===== config.mk =====
export PLATFORM = sky130hd
export DESIGN_NAME = joint_stepper_timed
export DESIGN_NICKNAME = d
export VERILOG_FILES = /design/src/rtl/joint_stepper_timed.sv
export SDC_FILE = /design/constraint.sdc
export NUM_CORES = 1
export LEC_CHECK = 0
export CAP_MARGIN = 20
export CELL_PAD_IN_SITES_DETAIL_PLACEMENT = 0
export CELL_PAD_IN_SITES_GLOBAL_PLACEMENT = 2
export CORE_UTILIZATION = 36
export DETAILED_ROUTE_END_ITERATION = 8
export PLACE_DENSITY_LB_ADDON = 0.12
export SLEW_MARGIN = 20
export SYNTH_ARGS = -nofsm -noshare
export SYNTH_HDL_FRONTEND = slang
export SYNTH_SLANG_ARGS = --single-unit

===== constraint.sdc =====
create_clock -name clk -period 4.6 [get_ports clk]
set_input_delay 0.46 -clock clk [delete_from_list [all_inputs] [get_ports clk]]
set_output_delay 0.46 -clock clk [all_outputs]
set_load 0.05 [all_outputs]

===== src/rtl/joint_stepper_timed.sv =====
// Step/direction pulse generator for one joint: signed period command in, STP/DIR out,
// signed step-count feedback. STP high time is fixed and DIR is held stable ahead of a step.
//
// state   | meaning
// IDLE    | stopped, STP low, period counter cleared
// RUN     | counting the step period, fires STP when the period elapses
// PULSE   | STP held high for PULSE_LEN cycles, never cut short
// DIRWAIT | DIR just toggled, waiting DIR_SETUP cycles before stepping resumes
module joint_stepper_timed #(
    parameter int WIDTH     = 32,
    parameter int PULSE_LEN = 16,
    parameter int DIR_SETUP = 32
) (
    input  logic                    clk,
    input  logic                    rst_n,
    input  logic                    jointEnable,
    input  logic signed [WIDTH-1:0] jointFreqCmd,
    output logic signed [WIDTH-1:0] jointFeedback,
    output logic                    DIR,
    output logic                    STP
);

    localparam int PW = $clog2(PULSE_LEN + 1);
    localparam logic [WIDTH-1:0] MIN_PERIOD = WIDTH'(2 * PULSE_LEN);
    localparam logic [WIDTH-1:0] SETUP_TC   = WIDTH'(DIR_SETUP - 1);
    localparam logic [PW-1:0]    PULSE_TC   = PW'(PULSE_LEN - 1);

    typedef enum logic [1:0] {
        IDLE    = 2'd0,
        RUN     = 2'd1,
        PULSE   = 2'd2,
        DIRWAIT = 2'd3
    } state_t;

    state_t                  state_q, state_d;
    logic [WIDTH-1:0]        cnt_q, cnt_d;
    logic [PW-1:0]           pcnt_q, pcnt_d;
    logic                    stp_q, stp_d;
    logic                    dir_q, dir_d;
    logic signed [WIDTH-1:0] fb_q, fb_d;

    logic                    req_dir;
    logic                    go;
    logic [WIDTH-1:0]        cmd_abs;
    logic [WIDTH-1:0]        eff_period;
    logic [WIDTH-1:0]        period_tc;
    logic                    step_due;

    // Negating the most negative command wraps to 2^(WIDTH-1), which is the
    // correct magnitude once the result is read as unsigned.
    assign req_dir    = !jointFreqCmd[WIDTH-1] && (jointFreqCmd != '0);
    assign cmd_abs    = jointFreqCmd[WIDTH-1] ? $unsigned(-jointFreqCmd) : $unsigned(jointFreqCmd);
    assign eff_period = (cmd_abs > MIN_PERIOD) ? cmd_abs : MIN_PERIOD;
    assign period_tc  = eff_period - WIDTH'(1);
    assign step_due   = (cnt_q >= period_tc);
    assign go         = jointEnable && (jointFreqCmd != '0);

    always_ff @(posedge clk or negedge rst_n) begin
        if (!rst_n) begin
            state_q <= IDLE;
            cnt_q   <= '0;
            pcnt_q  <= '0;
            stp_q   <= 1'b0;
            dir_q   <= 1'b0;
            fb_q    <= '0;
        end else begin
            state_q <= state_d;
            cnt_q   <= cnt_d;
            pcnt_q  <= pcnt_d;
            stp_q   <= stp_d;
            dir_q   <= dir_d;
            fb_q    <= fb_d;
        end
    end

    always_comb begin
        state_d = state_q;
        cnt_d   = cnt_q + WIDTH'(1);
        pcnt_d  = pcnt_q;
        stp_d   = stp_q;
        dir_d   = dir_q;
        fb_d    = fb_q;

        case (state_q)
            IDLE: begin
                stp_d = 1'b0;
                cnt_d = '0;
                if (go) begin
                    if (req_dir == dir_q) begin
                        state_d = RUN;
                    end else begin
                        dir_d   = ~dir_q;
                        state_d = DIRWAIT;
                    end
                end
            end

            RUN: begin
                if (!go) begin
                    state_d = IDLE;
                    cnt_d   = '0;
                end else if (req_dir != dir_q) begin
                    dir_d   = ~dir_q;
                    cnt_d   = '0;
                    state_d = DIRWAIT;
                end else if (step_due) begin
                    stp_d   = 1'b1;
                    cnt_d   = '0;
                    pcnt_d  = '0;
                    fb_d    = dir_q ? (fb_q + WIDTH'(1)) : (fb_q - WIDTH'(1));
                    state_d = PULSE;
                end
            end

            // cnt keeps running through the pulse so the period is rising-to-rising.
            PULSE: begin
                pcnt_d = pcnt_q + PW'(1);
                if (pcnt_q == PULSE_TC) begin
                    stp_d   = 1'b0;
                    state_d = RUN;
                end
            end

            DIRWAIT: begin
                stp_d = 1'b0;
                if (!go) begin
                    state_d = IDLE;
                    cnt_d   = '0;
                end else if (req_dir != dir_q) begin
                    dir_d = ~dir_q;
                    cnt_d = '0;
                end else if (cnt_q == SETUP_TC) begin
                    cnt_d   = '0;
                    state_d = RUN;
                end
            end

            default: begin
                state_d = IDLE;
                cnt_d   = '0;
                stp_d   = 1'b0;
            end
        endcase
    end

    assign STP           = stp_q;
    assign DIR           = dir_q;
    assign jointFeedback = fb_q;

endmodule


After elaboration in Yosys (flattened, before gate mapping):

Index checks and enable logic that the tools add are counted.

* register bits after elaboration: 73
* output and inout bits: 34
* word-level logic and storage cells: 82

* $add $sub $neg: 6
* magnitude comparators: 2
* equality and inequality tests: 18
* mux-type cells: 34
* bitwise gates (word level): 2
* reduce and logical (&&, ||, !) cells: 14

Operator list (count)
* 32-bit two-way mux: 9
* 32-bit one-hot mux with 3 select lines: 1
* 32-bit by 1-bit adder with 32-bit output (second input constant): 1
* 32-bit by 2-bit adder with 32-bit output (second input constant): 1
* 32-bit by 5-bit equality test with 1-bit output (second input constant): 1
* 32-bit greater-or-equal comparator: 1
* 32-bit by 6-bit > comparator with 1-bit output (second input constant): 1
* 32-bit negation: 1
* 32-bit nonzero test: 1
* 32-bit by 1-bit subtractor with 32-bit output (second input constant): 1
* 32-bit by 2-bit subtractor with 32-bit output (second input constant): 1
* 2-bit two-way mux: 9
* 5-bit two-way mux: 3
* 2-bit != test (second input constant): 6
* 4-bit AND reduction: 3
* 5-bit one-hot mux with 2 select lines: 1
* 5-bit AND reduction: 2
* 1-bit two-way mux: 8
* 2-bit one-hot mux with 4 select lines: 1
* 3-bit != test (second input constant): 2
* 5-bit by 1-bit adder with 5-bit output (second input constant): 1
* 5-bit by 4-bit equality test with 1-bit output (second input constant): 1
* 2-bit equality test (second input constant): 2
* 2-bit by 1-bit != test with 1-bit output (second input constant): 2
* other kinds (12): 16

Depth between registers and ports, before layout:

* word-level depth: 10
* gate-level depth with buffers: 30

Worst setup path after synthesis:

No wires, ideal clock.

* path kind: input to register
* start point: input port jointFreqCmd[1]
* end point: register stp_q (netlist: STP)
* arrival: 6.063 ns
* data required time: 4.457 ns
* slack: -1.605 ns
* stages: 27
* path buffers: 2
* cells stage by stage: inv_1 > ha_1 > or4b_4 > o41ai_1 > xor2_1 > o2111a_2 > nor4b_4 > nand2_2 > o21ai_0 > ha_1 > inv_1 > nor2_1 > nand2_1 > nor2_1 > o211ai_2 > or3_1 > xnor2_1 > ha_1 > a21o_1 > a21o_1 > a21o_1 > or3b_2 > nor3_1 > or3b_2 > buf_2 > clkbuf_1 > o21ai_0

* longest elaborated chain between the ends: 8

RTL lines
* from (decl): RTL line 17 `input logic signed [WIDTH-1:0] jointFreqCmd,`
* 32-bit negation: RTL line 52 `assign cmd_abs = jointFreqCmd[WIDTH-1] ? $unsigned(-jointFreqCmd) : $unsigned(jointFreqCmd);`
* 32-bit two-way mux: RTL line 52
* 32-bit by 6-bit > comparator with 1-bit output: RTL line 53 `assign eff_period = (cmd_abs > MIN_PERIOD) ? cmd_abs : MIN_PERIOD;`
* 32-bit two-way mux: RTL line 53
* 32-bit by 1-bit subtractor with 32-bit output: RTL line 54 `assign period_tc = eff_period - WIDTH'(1);`
* 32-bit greater-or-equal comparator: RTL line 55 `assign step_due = (cnt_q >= period_tc);`
* 2-bit != test (no source line)
* 4-bit AND reduction (no source line) (*)
* to (signal assigned): RTL line 70 `stp_q <= stp_d;`
* to (decl): RTL line 38 `logic stp_q, stp_d;`

Mark *: on every way between the ends. The rest lies on a longest branch, timed or not.
A chain may end at the register's enable or synchronous reset.

Worst setup path after layout:

* start point: input port jointFreqCmd[3]
* end point: register cnt_q[30]

* longest elaborated chain between the ends: 10

RTL lines
* 32-bit negation: RTL line 52
* 32-bit two-way mux: RTL line 52
* 32-bit by 6-bit > comparator with 1-bit output: RTL line 53
* 32-bit two-way mux: RTL line 53
* 32-bit by 1-bit subtractor with 32-bit output: RTL line 54
* 32-bit greater-or-equal comparator: RTL line 55
* 32-bit two-way mux: RTL line 106 `end else if (step_due) begin`
* 32-bit two-way mux: RTL line 102 `end else if (req_dir != dir_q) begin`
* 32-bit two-way mux: RTL line 99 `if (!go) begin`
* 32-bit one-hot mux with 3 select lines (*): RTL line 84 `case (state_q)`
* via cnt_d[30]: RTL line 36 `logic [WIDTH-1:0] cnt_q, cnt_d;`
* to (signal assigned): RTL line 68 `cnt_q <= cnt_d;`
* to (decl): RTL line 36

Mark *: on every way through the listed nets, which the timed path passes. The rest lies on a longest branch.

==> impl_metrics.json <==
{
  "grt_pass1_vias": 7136,
  "port_buffers": 68,
  "grt_max_degree": 74,
  "synthAdderAreaFrac_pct": 11.94,
  "syn_nets": 986,
  "drc": 0,
  "p_per_area_nw_per_um2": 247.5,
  "cts_hold_buffers": 0,
  "drtPass1Iterations": 5,
  "cts_root_buffer": "clkbuf_16",
  "synth.distinct_cells": 83,
  "io_pins": 69,
  "grt_first_pass_wirelength_um": 35650,
  "wl_met3_um": 539,
  "die_x_um": 144.3,
  "violations": "setup timing",
  "muxShareOfSynthArea_pct": 1.030,
  "dp.cells": 1342,
  "die_h_um": 144.3,
  "r2r-end": "jointFeedback[31]$_DFFE_PN0P_",
  "hpwlAfterDp_um": 16650,
  "ys_ff_latch": 73,
  "reg2regPathDepth": 12,
  "yosysMostFrequentCell": "nor2_1",
  "globalplace.congestion": 0.8859,
  "syn_to_final_growth_pct": 46.16,
  "slew_headroom_pct": 53.31,
  "synth_area_um2": 7291,
  "cp_max_fo": 8,
  "antennaDiodeCount": 0,
  "core_area_um2": 19650,
  "startpoint": "jointFreqCmd[3]",
  "drt-met1-wl_um": 11330,
  "first_iter_violations": 337,
  "fmax_mhz": 180.0,
  "synth_top_family_by_area": "simple AND/OR/NAND/NOR gates",
  "synth_ff_type": "dfrtp_1",
  "cp_slowest_cell": "or4_4",
  "final.period_utilization_pct": 120.8,
  "synth_compound_area_share_pct": 19.96,
  "outcome": "complete, but fails checks",
  "layout.cells.non_filler": 1402,
  "r2r_setup_slack_ns": 0.51,
  "synthTopCellsByArea": "dfrtp_1, ha_1, xnor2_1, xor2_1, nor2_1",
  "ys_top_cells_by_count": "nor2_1, nand2_1, dfrtp_1",
  "crit_type": "input pin to flop",
  "wl_um": 21920,
  "critPathCaptureType": "flop",
  "fin_setup_tns_ns": -63.94,
  "hold_viol_final": 0,
  "start_kind": "input pin",
  "vias": 7332,
  "syn_avg_cell_area_um2": 8.266,
  "postSynthCellCount": 882,
  "hold_class": "input pin to async pin",
  "tightest_slew_ns": 0.6916,
  "synth_warnings": 0,
  "synth_edf_count": 0,
  "antenna_found_initial": 0,
  "fin_nets": 1236,
  "synthArstFlopShare_pct": 100.0,
  "nFillCells": 1883,
  "synthSimpleGateAreaFrac_pct": 24.95,
  "rsz0062_at_grt": "true",
  "tritoncts": "yes",
  "synth.largest_area_cell": "dfrtp_1",
  "final-setup-viol-count": 72,
  "ant_nets": 0,
  "drive_gt1_share_pct": 30.52,
  "setup_slack_ns": -0.9554,
  "endpoint": "cnt_q[30]$_DFF_PN0_",
  "ir_drop_mv": 0.2180,
  "holdWs_ns": 0.01999,
  "yosysTopAreaCellShare_pct": 25.06,
  "static-leakage-power_uw": 0.004817,
  "min_period_ns": 5.555,
  "wl_per_cell_um": 15.63,
  "cts_max_path_buffers": 2,
  "die_area_um2": 20830,
  "track_usage_pct": 21.48,
  "synth_seq_area_share_pct": 25.06,
  "routed_via_density": 5.230,
  "crit_path_frequent_cell": "a21o_1",
  "fin_util_pct": 54.22,
  "r2r_start": "DIR$_DFFE_PN0P_",
  "clk_pin_slew_ns": 0.06,
  "numCtsBuffers": 9,
  "rows": 51,
  "cp.required_ns": 4.87,
  "route.met2.wl_um": 9828,
  "htreeDepth": 3,
  "top_layer_used": "met4",
  "maxCapViolations": 0,
  "skew_ns": 0.01595,
  "clock_latency_ns": 0.34,
  "drv_slew": 0,
  "cts.sinks": 73,
  "start_util_pct": 37.10,
  "max_stage_delay_ns": 0.55,
  "overflow": 0,
  "arrival_ns": 5.83,
  "p_total_uw": 2638,
  "synth-xor-area-share_pct": 14.30
}
[power breakdown]
part | switching (uW) | total [uW] | internal, uW
Sequential | 63.5 | 746 | 683
Combinational | 629 | 1160 | 534
Clock | 294 | 729 | 436
Total | 986 | 2640 | 1650
[kinds of logic (layout without fill, tap and decap cells)]
kind of cell               count (synthesis)  after routing
xor gates and xnor gates                 119            119
adders and majority gates                 69             69
muxes                                      7              7
AOI/OAI and AO/OA                        222            222
and+or+nand+nor                          344            345
buffers and inverters                     48            302
DFF                                       73             73
[critical path: cells and delay by family]
family,cells,cell delay (ns)
buf+inv,4,0.45
fa+ha+maj,2,0.38
simple gates,10,2.28
xor+xnor,2,0.40
compound gates,9,1.83
[flip-flops by register name (all words and copies together), names as in the netlist]
signal,flops
STP,1
pcnt_q,5
state_q,2
jointFeedback,32
DIR,1
cnt_q,32
[how the worst min path moves through the flow]
stage	cells past startpoint	slack, ns	to	startpoint
after CTS	1	0.32	cnt_q[14]$_DFF_PN0_	rst_n
after detailed placement	1	0.46	jointFeedback[31]$_DFFE_PN0P_	jointFeedback[31]$_DFFE_PN0P_
after floorplan	0	0.16	DIR$_DFFE_PN0P_	rst_n
after global placement	1	0.47	jointFeedback[31]$_DFFE_PN0P_	jointFeedback[31]$_DFFE_PN0P_
final	1	0.02	cnt_q[5]$_DFF_PN0_	rst_n
after global routing	1	0.03	cnt_q[5]$_DFF_PN0_	rst_n
[repair_timing]
action | CTS | global route
pin swaps | 49 | 57
setup buffers | 29 | 10
gates cloned | 1 | 4
setup endpoints to repair | 72 | 72
resized for setup | 61 | 92
[stage by stage]
| step | worst slack, ns | area, um^2 |
|---|---|---|
| after global routing | -1.175 | 10660 |
| after global placement | -1.733 | 9504 |
| after detailed placement | -1.863 | 9504 |
| after floorplan | -1.143 | 7460 |
| after CTS | -1.082 | 10220 |
| final | -0.9554 | 10660 |
[area by class of cell]
type	count	area, um^2	area share, %
Inverter	16	77.57	0.7280
Clock inverter	6	66.31	0.6223
Tap cell	265	331.6	3.111
Clock buffer	10	239.0	2.243
Multi-Input combinational cell	762	5777	54.21
Sequential cell	73	1827	17.14
Timing Repair Buffer	270	2338	21.94
[routing by layer]
metal / vias to the layer above / GRT usage (%)
met2: 116 / 33.07
met4: 0 / 4.598
li1: 3727 / -
met3: 17 / 2.815
met1: 3472 / 31.65
met5: - / 0
[layout by cell type, fill, tap and decap left out, drive strengths merged, types with 16 or more instances in the layout]
cell,count
o21ai,59
ha,68
xor2,57
nor3,21
a21oi,55
nand4,17
a21o,24
clkdlybuf4s50,52
nand3,32
nor4,16
buf,203
nand2,83
clkbuf,21
xnor2,62
inv,16
nor2,95
dfrtp,73
(Power assumes the default switching activity.)
